[config.mk]
export PLATFORM = sky130hd
export DESIGN_NAME = spi_cmd_parser
export DESIGN_NICKNAME = d
export VERILOG_FILES = /design/src/rtl/spi_cmd_pkg.sv /design/src/rtl/spi_cmd_regfile.sv /design/src/rtl/spi_cmd_parser.sv
export SDC_FILE = /design/constraint.sdc
export NUM_CORES = 1
export LEC_CHECK = 0
export ABC_AREA = 1
export ABC_CLOCK_PERIOD_IN_PS = 2580
export CAP_MARGIN = 20
export CORE_UTILIZATION = 60
export DETAILED_ROUTE_END_ITERATION = 8
export HOLD_SLACK_MARGIN = 0.15
export PLACE_DENSITY = 0.82
export SLEW_MARGIN = 40
export SYNTH_ARGS = -nofsm -noshare
export SYNTH_HDL_FRONTEND = slang
export SYNTH_SLANG_ARGS = --single-unit
[constraint.sdc]
create_clock -name system_clk -period 2.58 [get_ports system_clk]
set_input_delay 0.645 -clock system_clk [delete_from_list [all_inputs] [get_ports system_clk]]
set_output_delay 0.645 -clock system_clk [all_outputs]
set_load 0.01 [all_outputs]
[src/rtl/spi_cmd_pkg.sv]
// ---------------------------------------------------------------------------
// spi_cmd_pkg
// Shared definitions for the SPI command parser:
//   - FSM state encodings (legacy-compatible localparam constants)
//   - command / response byte codes
//   - address of the optional error counter
//   - frame checksum helper
// Optional feature macro used by the design: PARSER_ERR_CNT_EN
// ---------------------------------------------------------------------------
package spi_cmd_pkg;

    typedef logic [2:0] state_t;

    localparam state_t ST_HUNT = 3'd0;
    localparam state_t ST_CMD  = 3'd1;
    localparam state_t ST_ADDR = 3'd2;
    localparam state_t ST_DATA = 3'd3;
    localparam state_t ST_CHK  = 3'd4;
    localparam state_t ST_EXEC = 3'd5;
    localparam state_t ST_RESP = 3'd6;

    localparam logic [7:0] CMD_WRITE    = 8'h01;
    localparam logic [7:0] CMD_READ     = 8'h02;
    localparam logic [7:0] RSP_ACK      = 8'h06;
    localparam logic [7:0] RSP_NAK      = 8'h15;
    localparam logic [3:0] ERR_CNT_ADDR = 4'hF;

    // Frame check byte: XOR of the three payload bytes.
    function automatic logic [7:0] calc_chk(
        input logic [7:0] cmd,
        input logic [7:0] addr,
        input logic [7:0] data
    );
        return cmd ^ addr ^ data;
    endfunction

endpackage

[src/rtl/spi_cmd_regfile.sv]
// ---------------------------------------------------------------------------
// spi_cmd_regfile
// 16 x 8-bit register file for the SPI command parser.
// Ports:
//   clk, rst_n   : clock, asynchronous active-low reset (clears all registers)
//   we           : write enable (one cycle)
//   addr         : register address, shared by write and read ports
//   wdata        : write data
//   rdata        : combinational read data for addr
//   reg0         : live value of register 0
//   err_pulse    : (PARSER_ERR_CNT_EN only) frame error pulse to count
// With PARSER_ERR_CNT_EN defined, address 4'hF maps to a saturating 8-bit
// error counter: reads return the count, writes clear it.
// Without it, address 4'hF is an ordinary register.
// ---------------------------------------------------------------------------
module spi_cmd_regfile
    import spi_cmd_pkg::*;
(
    input  logic       clk,
    input  logic       rst_n,
    input  logic       we,
    input  logic [3:0] addr,
    input  logic [7:0] wdata,
    output logic [7:0] rdata,
    output logic [7:0] reg0
`ifdef PARSER_ERR_CNT_EN
    ,
    input  logic       err_pulse
`endif
);

    logic [7:0] regs_r [16];
    logic       reg_we_s;

    // Register write qualifier; the counter address is diverted when enabled.
    always_comb begin
        reg_we_s = we;
`ifdef PARSER_ERR_CNT_EN
        if (addr == ERR_CNT_ADDR) begin
            reg_we_s = 1'b0;
        end else begin
            reg_we_s = we;
        end
`endif
    end

    // Register array storage.
    always_ff @(posedge clk or negedge rst_n) begin
        if (!rst_n) begin
            for (int i = 0; i < 16; i++) begin
                regs_r[i] <= 8'h00;
            end
        end else if (reg_we_s) begin
            regs_r[addr] <= wdata;
        end
    end

`ifdef PARSER_ERR_CNT_EN
    logic [7:0] err_cnt_r;

    // Saturating frame-error counter; a write to its address clears it.
    always_ff @(posedge clk or negedge rst_n) begin
        if (!rst_n) begin
            err_cnt_r <= 8'h00;
        end else if (we && (addr == ERR_CNT_ADDR)) begin
            err_cnt_r <= 8'h00;
        end else if (err_pulse && (err_cnt_r != 8'hFF)) begin
            err_cnt_r <= err_cnt_r + 8'h01;
        end else begin
            err_cnt_r <= err_cnt_r;
        end
    end
`endif

    // Combinational read port.
    always_comb begin
        rdata = regs_r[addr];
`ifdef PARSER_ERR_CNT_EN
        if (addr == ERR_CNT_ADDR) begin
            rdata = err_cnt_r;
        end else begin
            rdata = regs_r[addr];
        end
`endif
    end

    assign reg0 = regs_r[0];

endmodule

[src/rtl/spi_cmd_parser.sv]
// ---------------------------------------------------------------------------
// spi_cmd_parser
// Frames SPI bytes into 5-byte packets (SYNC, CMD, ADDR, DATA, CHK), executes
// register read/write commands on a 16x8 register file and pushes ACK / NAK /
// read-data response bytes into the UART TX FIFO.
// Ports:
//   system_clk       : system clock
//   reset_n          : asynchronous active-low reset
//   spi_rx_data      : byte from spi_slave
//   spi_data_ready   : level, byte valid until acknowledged
//   spi_read_ack     : one-cycle pulse consuming the byte
//   tx_fifo_data_in  : response byte to UART TX FIFO
//   tx_fifo_write_en : one-cycle write strobe
//   tx_fifo_full     : UART TX FIFO full
//   reg0_out         : live value of register 0
//   frame_error      : one-cycle pulse on any NAK or inter-byte timeout
// Optional feature macro: PARSER_ERR_CNT_EN (error counter at address 4'hF).
// ---------------------------------------------------------------------------
module spi_cmd_parser
    import spi_cmd_pkg::*;
#(
    parameter int         CLOCK_FREQUENCY = 27000000,
    parameter int         TIMEOUT_CYCLES  = CLOCK_FREQUENCY / 100,
    parameter logic [7:0] SYNC_BYTE       = 8'hA5
)(
    input  logic       system_clk,
    input  logic       reset_n,
    input  logic [7:0] spi_rx_data,
    input  logic       spi_data_ready,
    output logic       spi_read_ack,
    output logic [7:0] tx_fifo_data_in,
    output logic       tx_fifo_write_en,
    input  logic       tx_fifo_full,
    output logic [7:0] reg0_out,
    output logic       frame_error
);

    localparam int               CNT_W   = $clog2(TIMEOUT_CYCLES + 1);
    localparam logic [CNT_W-1:0] TO_LAST = CNT_W'(TIMEOUT_CYCLES - 1);

    state_t           state_r;
    logic             taken_r;
    logic [7:0]       cmd_r;
    logic [7:0]       addr_r;
    logic [7:0]       data_r;
    logic [7:0]       chk_r;
    logic [CNT_W-1:0] to_cnt_r;
    logic             rsp_two_r;
    logic             rsp_idx_r;
    logic [7:0]       rsp0_r;
    logic [7:0]       rsp1_r;
    logic             ack_r;
    logic [7:0]       tx_data_r;
    logic             tx_we_r;
    logic             ferr_r;

    logic             in_frame_s;
    logic             take_s;
    logic             to_expired_s;
    logic             exec_wr_s;
    logic             exec_rd_s;
    logic             reg_we_s;
    logic             emit_s;
    logic [7:0]       rd_data_s;
    logic [7:0]       reg0_s;

    // Byte intake, timeout and emit qualifiers.
    always_comb begin
        in_frame_s   = (state_r == ST_CMD) || (state_r == ST_ADDR) ||
                       (state_r == ST_DATA) || (state_r == ST_CHK);
        take_s       = spi_data_ready && !taken_r &&
                       ((state_r == ST_HUNT) || in_frame_s);
        to_expired_s = in_frame_s && !take_s && (to_cnt_r == TO_LAST);
        // A strobe is never issued in the cycle right after another one.
        emit_s       = (state_r == ST_RESP) && !tx_fifo_full && !tx_we_r;
    end

    // Command decision, evaluated while in EXEC; checksum and address range
    // take priority over the command code.
    always_comb begin
        exec_wr_s = 1'b0;
        exec_rd_s = 1'b0;
        if ((chk_r == calc_chk(cmd_r, addr_r, data_r)) && (addr_r[7:4] == 4'h0)) begin
            if (cmd_r == CMD_WRITE) begin
                exec_wr_s = 1'b1;
            end else if (cmd_r == CMD_READ) begin
                exec_rd_s = 1'b1;
            end else begin
                exec_wr_s = 1'b0;
                exec_rd_s = 1'b0;
            end
        end else begin
            exec_wr_s = 1'b0;
            exec_rd_s = 1'b0;
        end
        reg_we_s = (state_r == ST_EXEC) && exec_wr_s;
    end

    // SPI handshake: ack pulse and taken flag (cleared once ready drops).
    always_ff @(posedge system_clk or negedge reset_n) begin
        if (!reset_n) begin
            ack_r   <= 1'b0;
            taken_r <= 1'b0;
        end else begin
            ack_r <= take_s;
            if (!spi_data_ready) begin
                taken_r <= 1'b0;
            end else if (take_s) begin
                taken_r <= 1'b1;
            end else begin
                taken_r <= taken_r;
            end
        end
    end

    // Inter-byte timeout counter, only running inside a frame.
    always_ff @(posedge system_clk or negedge reset_n) begin
        if (!reset_n) begin
            to_cnt_r <= '0;
        end else if (!in_frame_s || take_s || to_expired_s) begin
            to_cnt_r <= '0;
        end else begin
            to_cnt_r <= to_cnt_r + CNT_W'(1);
        end
    end

    // Parser FSM with shadow registers and response staging.
    always_ff @(posedge system_clk or negedge reset_n) begin
        if (!reset_n) begin
            state_r   <= ST_HUNT;
            cmd_r     <= 8'h00;
            addr_r    <= 8'h00;
            data_r    <= 8'h00;
            chk_r     <= 8'h00;
            rsp_two_r <= 1'b0;
            rsp_idx_r <= 1'b0;
            rsp0_r    <= 8'h00;
            rsp1_r    <= 8'h00;
        end else begin
            case (state_r)
                ST_HUNT: begin
                    // Non-sync bytes are consumed and dropped silently.
                    if (take_s && (spi_rx_data == SYNC_BYTE)) begin
                        state_r <= ST_CMD;
                    end
                end
                ST_CMD: begin
                    if (take_s) begin
                        cmd_r   <= spi_rx_data;
                        state_r <= ST_ADDR;
                    end else if (to_expired_s) begin
                        state_r <= ST_HUNT;
                    end
                end
                ST_ADDR: begin
                    if (take_s) begin
                        addr_r  <= spi_rx_data;
                        state_r <= ST_DATA;
                    end else if (to_expired_s) begin
                        state_r <= ST_HUNT;
                    end
                end
                ST_DATA: begin
                    if (take_s) begin
                        data_r  <= spi_rx_data;
                        state_r <= ST_CHK;
                    end else if (to_expired_s) begin
                        state_r <= ST_HUNT;
                    end
                end
                ST_CHK: begin
                    if (take_s) begin
                        chk_r   <= spi_rx_data;
                        state_r <= ST_EXEC;
                    end else if (to_expired_s) begin
                        state_r <= ST_HUNT;
                    end
                end
                ST_EXEC: begin
                    rsp_two_r <= exec_rd_s;
                    rsp_idx_r <= 1'b0;
                    rsp0_r    <= (exec_wr_s || exec_rd_s) ? RSP_ACK : RSP_NAK;
                    rsp1_r    <= rd_data_s;
                    state_r   <= ST_RESP;
                end
                ST_RESP: begin
                    if (emit_s) begin
                        if (rsp_idx_r == rsp_two_r) begin
                            state_r <= ST_HUNT;
                        end else begin
                            rsp_idx_r <= 1'b1;
                        end
                    end
                end
                default: begin
                    state_r <= ST_HUNT;
                end
            endcase
        end
    end

    // TX FIFO write strobe/data and frame error pulse.
    always_ff @(posedge system_clk or negedge reset_n) begin
        if (!reset_n) begin
            tx_we_r   <= 1'b0;
            tx_data_r <= 8'h00;
            ferr_r    <= 1'b0;
        end else begin
            tx_we_r   <= emit_s;
            tx_data_r <= emit_s ? (rsp_idx_r ? rsp1_r : rsp0_r) : 8'h00;
            ferr_r    <= ((state_r == ST_EXEC) && !(exec_wr_s || exec_rd_s)) ||
                         to_expired_s;
        end
    end

    spi_cmd_regfile u_regfile (
        .clk       (system_clk),
        .rst_n     (reset_n),
        .we        (reg_we_s),
        .addr      (addr_r[3:0]),
        .wdata     (data_r),
        .rdata     (rd_data_s),
        .reg0      (reg0_s)
`ifdef PARSER_ERR_CNT_EN
        ,
        .err_pulse (ferr_r)
`endif
    );

    assign spi_read_ack     = ack_r;
    assign tx_fifo_data_in  = tx_data_r;
    assign tx_fifo_write_en = tx_we_r;
    assign frame_error      = ferr_r;
    assign reg0_out         = reg0_s;

endmodule

After elaboration in Yosys (flattened, before gate mapping)
Index checks and enable logic that the tools add are counted.
{ "totals": {"ff_bits": 212, "in_bits": 12, "out_inout_bits": 19, "elab_cells": 117} }
{ "classes": {"n_addsub": 1, "order_cmp": 2, "n_eq_ne": 17, "muxes": 29, "bitwise": 3, "reduce_logical": 34} }
{ "op_table": {"columns": ["op", "n"], "rows": [
  ["128-bit bitwise mux", 1],
  ["8-bit 2-to-1 mux", 5],
  ["8-bit binary-select mux with 4-bit select", 1],
  ["8-bit demux with 4-bit select", 1],
  ["3-bit 2-to-1 mux", 8],
  ["3-bit one-hot mux with 7 select lines", 1],
  ["19-bit by 1-bit adder with 19-bit output (second input constant)", 1],
  ["19-bit == test (second input constant)", 1],
  ["19-bit 2-to-1 mux", 1],
  ["8-bit bitwise XOR", 2],
  ["1-bit logical AND", 11],
  ["3-bit == test (second input constant)", 3],
  ["1-bit 2-to-1 mux", 9],
  ["8-bit by 1-bit == test with 1-bit output (second input constant)", 1],
  ["8-bit by 2-bit == test with 1-bit output (second input constant)", 1],
  ["8-bit == test", 1],
  ["8-bit == test (second input constant)", 1],
  ["1-bit logical OR", 8],
  ["2-bit AND reduction", 4],
  ["3-bit by 2-bit == test with 1-bit output (second input constant)", 2],
  ["1-bit zero test", 6],
  ["2-bit by 1-bit != test with 1-bit output (second input constant)", 3],
  ["3-bit AND reduction", 2],
  ["5-bit >= comparator (second input constant)", 1],
  ["other kinds (10)", 11]
]} }

Depth between registers and ports, before layout
{ "logic_depth": {"word_depth": 12, "depth_mapped": 15, "depth_no_buf": 12} }

Hierarchy
From an unflattened synthesis, not the netlist that was laid out.
{ "hier_totals": {"cells_unflattened": 1318, "area_unflattened_um2": 10009.6} }
{ "by_module_without_submodules": {"columns": ["mod", "instances", "cells_each", "area_each_um2", "seq_area_each_um2"], "rows": [
  ["spi_cmd_regfile", 1, 838, 6153.4, 3203.1],
  ["spi_cmd_parser", 1, 480, 3856.2, 1976.9]
]} }

Worst setup path before layout
No wires, ideal clock.
{ "synth_path": {"path_kind": "register to register", "start": "register addr_r[0]", "end": "register u_regfile.regs_r[88] (netlist name)", "setup_time_ps": 118, "t_arrival_ps": 1718, "required_ps": 2462, "setup_slack_ps": 745, "stages_incl_launch_ff": 8, "n_path_buf": 2, "period_less_slack_ps": 1835, "cell_sequence": "dfrtp_1 buf_2 or2_2 buf_2 nor2_1 nand4_2 nand2_1 nand2_1"} }
{ "synth_between": {"elab_chain_cells": 6, "elab_cells_between_ends": 13, "cone_classes": "2 x order compare; 1 x eq/ne; 4 x mux; 3 x bitwise; 3 x reduce/logical"} }
{ "synth_lines": {"columns": ["item", "line_no", "source"], "rows": [
  ["from (decl)", "spi_cmd_parser.sv:44", "logic [7:0] addr_r;"],
  ["from (signal assigned)", "spi_cmd_parser.sv:157", "addr_r <= spi_rx_data;"],
  ["4-bit inverter with 5-bit output (not written as such) or 8-bit bitwise XOR (tied branches)", "spi_cmd_regfile.sv:54, spi_cmd_pkg.sv:34", null],
  ["5-bit >= comparator (not written as such) (tied with other cells)", "spi_cmd_regfile.sv:54", "regs_r[addr] <= wdata;"],
  ["1-bit logical AND (not written as such) or 8-bit == test (tied branches)", "spi_cmd_regfile.sv:54, spi_cmd_parser.sv:83", null],
  ["8-bit 2-to-1 mux (not written as such) or 1-bit logical AND (tied branches)", "spi_cmd_regfile.sv:54, spi_cmd_parser.sv:83", null],
  ["8-bit demux with 4-bit select or 1-bit 2-to-1 mux (tied branches)", "spi_cmd_regfile.sv:54, spi_cmd_parser.sv:83", null],
  ["128-bit bitwise mux or 1-bit logical AND (tied branches)", "spi_cmd_regfile.sv:54, spi_cmd_parser.sv:96", null],
  ["to (signal, indexed assignment)", "spi_cmd_regfile.sv:54", null],
  ["to (decl)", "spi_cmd_regfile.sv:32", "logic [7:0] regs_r [16];"]
]} }
Parallel ways exist; a longest one is shown, timed or not.
A chain may end at the register's enable or synchronous reset.

Worst setup path after layout
{ "layout_path": {"start": "register addr_r[1]", "end": "register u_regfile.regs_r[1] (netlist name)"} }
Same word-level chain as after synthesis.

==> results.yml <==
placed_design:
  numPortBuffers: 30
  placedCellCount: 1507
  routabilityCongestion: 0.919
  place_hpwl_um: 17400
  pre_cts_ws_ps: 190
pwr:
  leakage_nw: 5.87
  internal_power_w: 0.00636
  ir_drop_mv: 0.743
  switchingPower_w: 0.00377
  combPwrFrac_pct: 29.4
  pwr-share-seq_pct: 38.9
  total_power_w: 0.0101
  p_per_area_nw_per_um2: 876
  pwr-share-clk_pct: 31.7
  p_sw_share_pct: 37.2
timing:
  layout_setup_ws_ps: 168
  clock_skew_ps: 10.5
  rsz0062_at_grt: "false"
  relSlewSlack_pct: 57.1
  fin_crit_ps: 2410
  post-route-period-util_pct: 93.5
  tightest_slew_ps: 644
  final_hold_viol_count: 0
  slew_viol_final: 0
  setup_violations: 0
  finalSetupTns_ps: 0
  max_freq_mhz: 415
global_route:
  grt_max_degree: 129
  antenna_found_initial: 0
  grt_busiest_layer: "met2"
  grt_usage_pct: 31.3
  grt_pass1_vias: 8722
  grtUsageMet2_pct: 50.6
  grt_overflow_total: 0
  grt_pass1_wl_um: 43800
  met3_usage_pct: 4.06
  grt_use_met1_pct: 43.3
critical_path:
  start_kind: "register"
  endpoint_kind: "register"
  crit_type: "reg2reg"
  crit_fanout: 19
  crit_required_ps: 2960
  critPathArrivalTime_ps: 2800
synthesis:
  ys_ff_latch: 207
  syn_avg_cell_area_sq_um: 7.98
  ys_seq_area_share_pct: 50.7
  synth_warnings: 0
  syn-num-nets: 1293
  ys_types: 33
  synthCells: 1280
  synth_area_sq_um: 10200
floorplan:
  die_area_sq_um: 17500
  die_h_um: 132
  initial_core_util_pct: 61.6
  ios: 31
  core_sq_um: 16600
  rows: 47
  dieWidth_um: 132
cells_and_area:
  nets: 1324
  filler_cell_count: 1314
  antenna_cells: 0
  syn_to_final_growth_pct: 13.2
  drive_above_1_share_pct: 8.22
  mostFrequentLayoutCells: "431 x nand2_1, 207 x dfrtp_1, 186 x nand3_1, 105 x inv_1, 69 x nor2_1"
  stdcell_count: 1546
  layout_commonest_cell: "nand2_1"
run_status:
  status: "complete, no violations"
clocking:
  cts-resized-gates: 0
  clk_latency_ps: 510
  postCtsSetupBuffers: 0
  clockBufferDepth: 3
  path_clk_slew_ps: 60
  postCtsHoldBufs: 0
  cts_tree: "done"
  clockRootBuffer: "clkbuf_16"
  h-tree-depth: 1
  cts_buffers: 22
  cts.sinks: 207
hold_path:
  hp-class: "in2async"
route:
  num_vias: 9053
  routed_via_density: 5.86
  antenna_left: 0
  route.detailed.drc: 0
  wl_per_cell_um: 17.1
  first_pass_iters: 5
  routed_wl_um: 26500
  first_iter_violations: 933
run:
  cap_violations: 0
==> kinds of logic (layout without fill, tap and decap cells) <==
family          count (synthesis)  count (layout)  share of synthesized area [%]
simple gates                  742             742                           31.8
flops                         207             207                           50.7
buf+inv                       176             222                           7.45
compound gates                137             137                           8.45
xor+xnor                       17              17                           1.46
fa+ha+maj                       1               1                          0.122
==> final timing paths <==
kind | start | end | slack, ps | depth (start not counted)
worst max register to register | addr_r[1] | u_regfile.regs_r[1] | 170 | 11
worst min-delay path | reset_n | to_cnt_r[12] | 160 | 1
min in group system_clk | rsp0_r[2] | rsp0_r[2] | 450 | 2
worst max-delay path | addr_r[1] | u_regfile.regs_r[1] | 170 | 11
worst min register to register | rsp0_r[2] | rsp0_r[2] | 450 | 2
max in group asynchronous | reset_n | u_regfile.regs_r[33] | 1700 | 2
==> cell usage after synthesis <==
| master | n | area (sq um) |
|---|---|---|
| nor2_1 | 70 | 263 |
| a22oi_1 | 32 | 240 |
| nand3_1 | 186 | 931 |
| o211a_1 | 1 | 10.0 |
| o21ai_1 | 1 | 5.00 |
| o211ai_1 | 32 | 240 |
| dfrtp_1 | 207 | 5180 |
| nor3_1 | 12 | 60.1 |
| clkbuf_1 | 26 | 97.6 |
| nor2_2 | 10 | 62.6 |
| nor2_4 | 1 | 11.3 |
| a21oi_1 | 24 | 120 |
| nor4_1 | 4 | 25.0 |
| buf_1 | 3 | 11.3 |
| o22ai_1 | 2 | 12.5 |
| nor3_2 | 1 | 10.0 |
| xnor2_1 | 6 | 52.6 |
| buf_2 | 23 | 115 |
| nand2_1 | 431 | 1620 |
| nand4_2 | 6 | 75.1 |
| or2_2 | 1 | 6.26 |
| xor2_1 | 11 | 96.3 |
| buf_6 | 3 | 33.8 |
| o21a_1 | 2 | 15.0 |
| inv_2 | 3 | 11.3 |
| nor3b_1 | 1 | 7.51 |
| inv_1 | 105 | 394 |
| nand4_1 | 15 | 93.8 |
| ha_1 | 1 | 12.5 |
| buf_4 | 13 | 97.6 |
| o21ai_0 | 41 | 205 |
| nand4_4 | 4 | 85.1 |
| o31ai_1 | 2 | 15.0 |
==> worst max-delay path, stage by stage, from the launching register on <==
cell	delay [ps]
dfrtp_1	430
inv_2	190
nand2_1	110
nand2_1	50
nand2_1	60
nand2_1	40
nor2_1	130
nand3_1	140
nor2_4	420
nand4_1	460
nand2_1	210
nand2_1	70
==> sequential cells by signal, indices dropped and copies added, names as in the netlist <==
| signal | cells |
|---|---|
| u_regfile.reg0 | 8 |
| chk_r | 8 |
| u_regfile.regs_r | 120 |
| cmd_r | 8 |
| data_r | 8 |
| tx_fifo_write_en | 1 |
| rsp1_r | 8 |
| rsp_idx_r | 1 |
| spi_read_ack | 1 |
| rsp_two_r | 1 |
| taken_r | 1 |
| to_cnt_r | 19 |
| frame_error | 1 |
| tx_fifo_data_in | 8 |
| addr_r | 8 |
| state_r | 3 |
| rsp0_r | 3 |
==> cell type report <==
| class | instances | area (sq um) | share of cell area [%] |
|---|---|---|---|
| clock buffer | 30 | 642 | 5.55 |
| clock inverter | 9 | 95.1 | 0.822 |
| inverter | 108 | 405 | 3.51 |
| multi-input combinational | 897 | 4290 | 37.1 |
| sequential | 207 | 5180 | 44.8 |
| tap | 220 | 275 | 2.38 |
| timing repair buffer | 75 | 679 | 5.88 |
==> stage by stage <==
| stage | hold slack (ps) | area (sq um) | util (%) |
|---|---|---|---|
| final | 156 | 11600 | 69.7 |
| after global routing | 188 | 11600 | 69.7 |
| after CTS | 162 | 11600 | 69.7 |
| after detailed placement | 447 | 10800 | 65.3 |
| after global placement | 433 | 10800 | 65.3 |
| after floorplan | 349 | 10200 | - |
==> routing by layer <==
layer,up-vias,part of all wire [%],wire length [um]
li1,4242,-,-
met1,4346,42,11100
met2,373,47,12400
met3,92,7.5,1980
met4,0,3.8,1010
met5,-,0,0
==> power by group through the flow <==
stage	Sequential, W	Combinational [W]	Clock (W)
finish	0.00394	0.00298	0.00322
global route	0.00398	0.00326	0.00338
CTS	0.00394	0.00292	0.00324
detailed placement	0.00399	0.00291	0
global placement	0.00397	0.00281	0
floorplan	0.00385	0.00202	0
(Power assumes the default switching activity.)
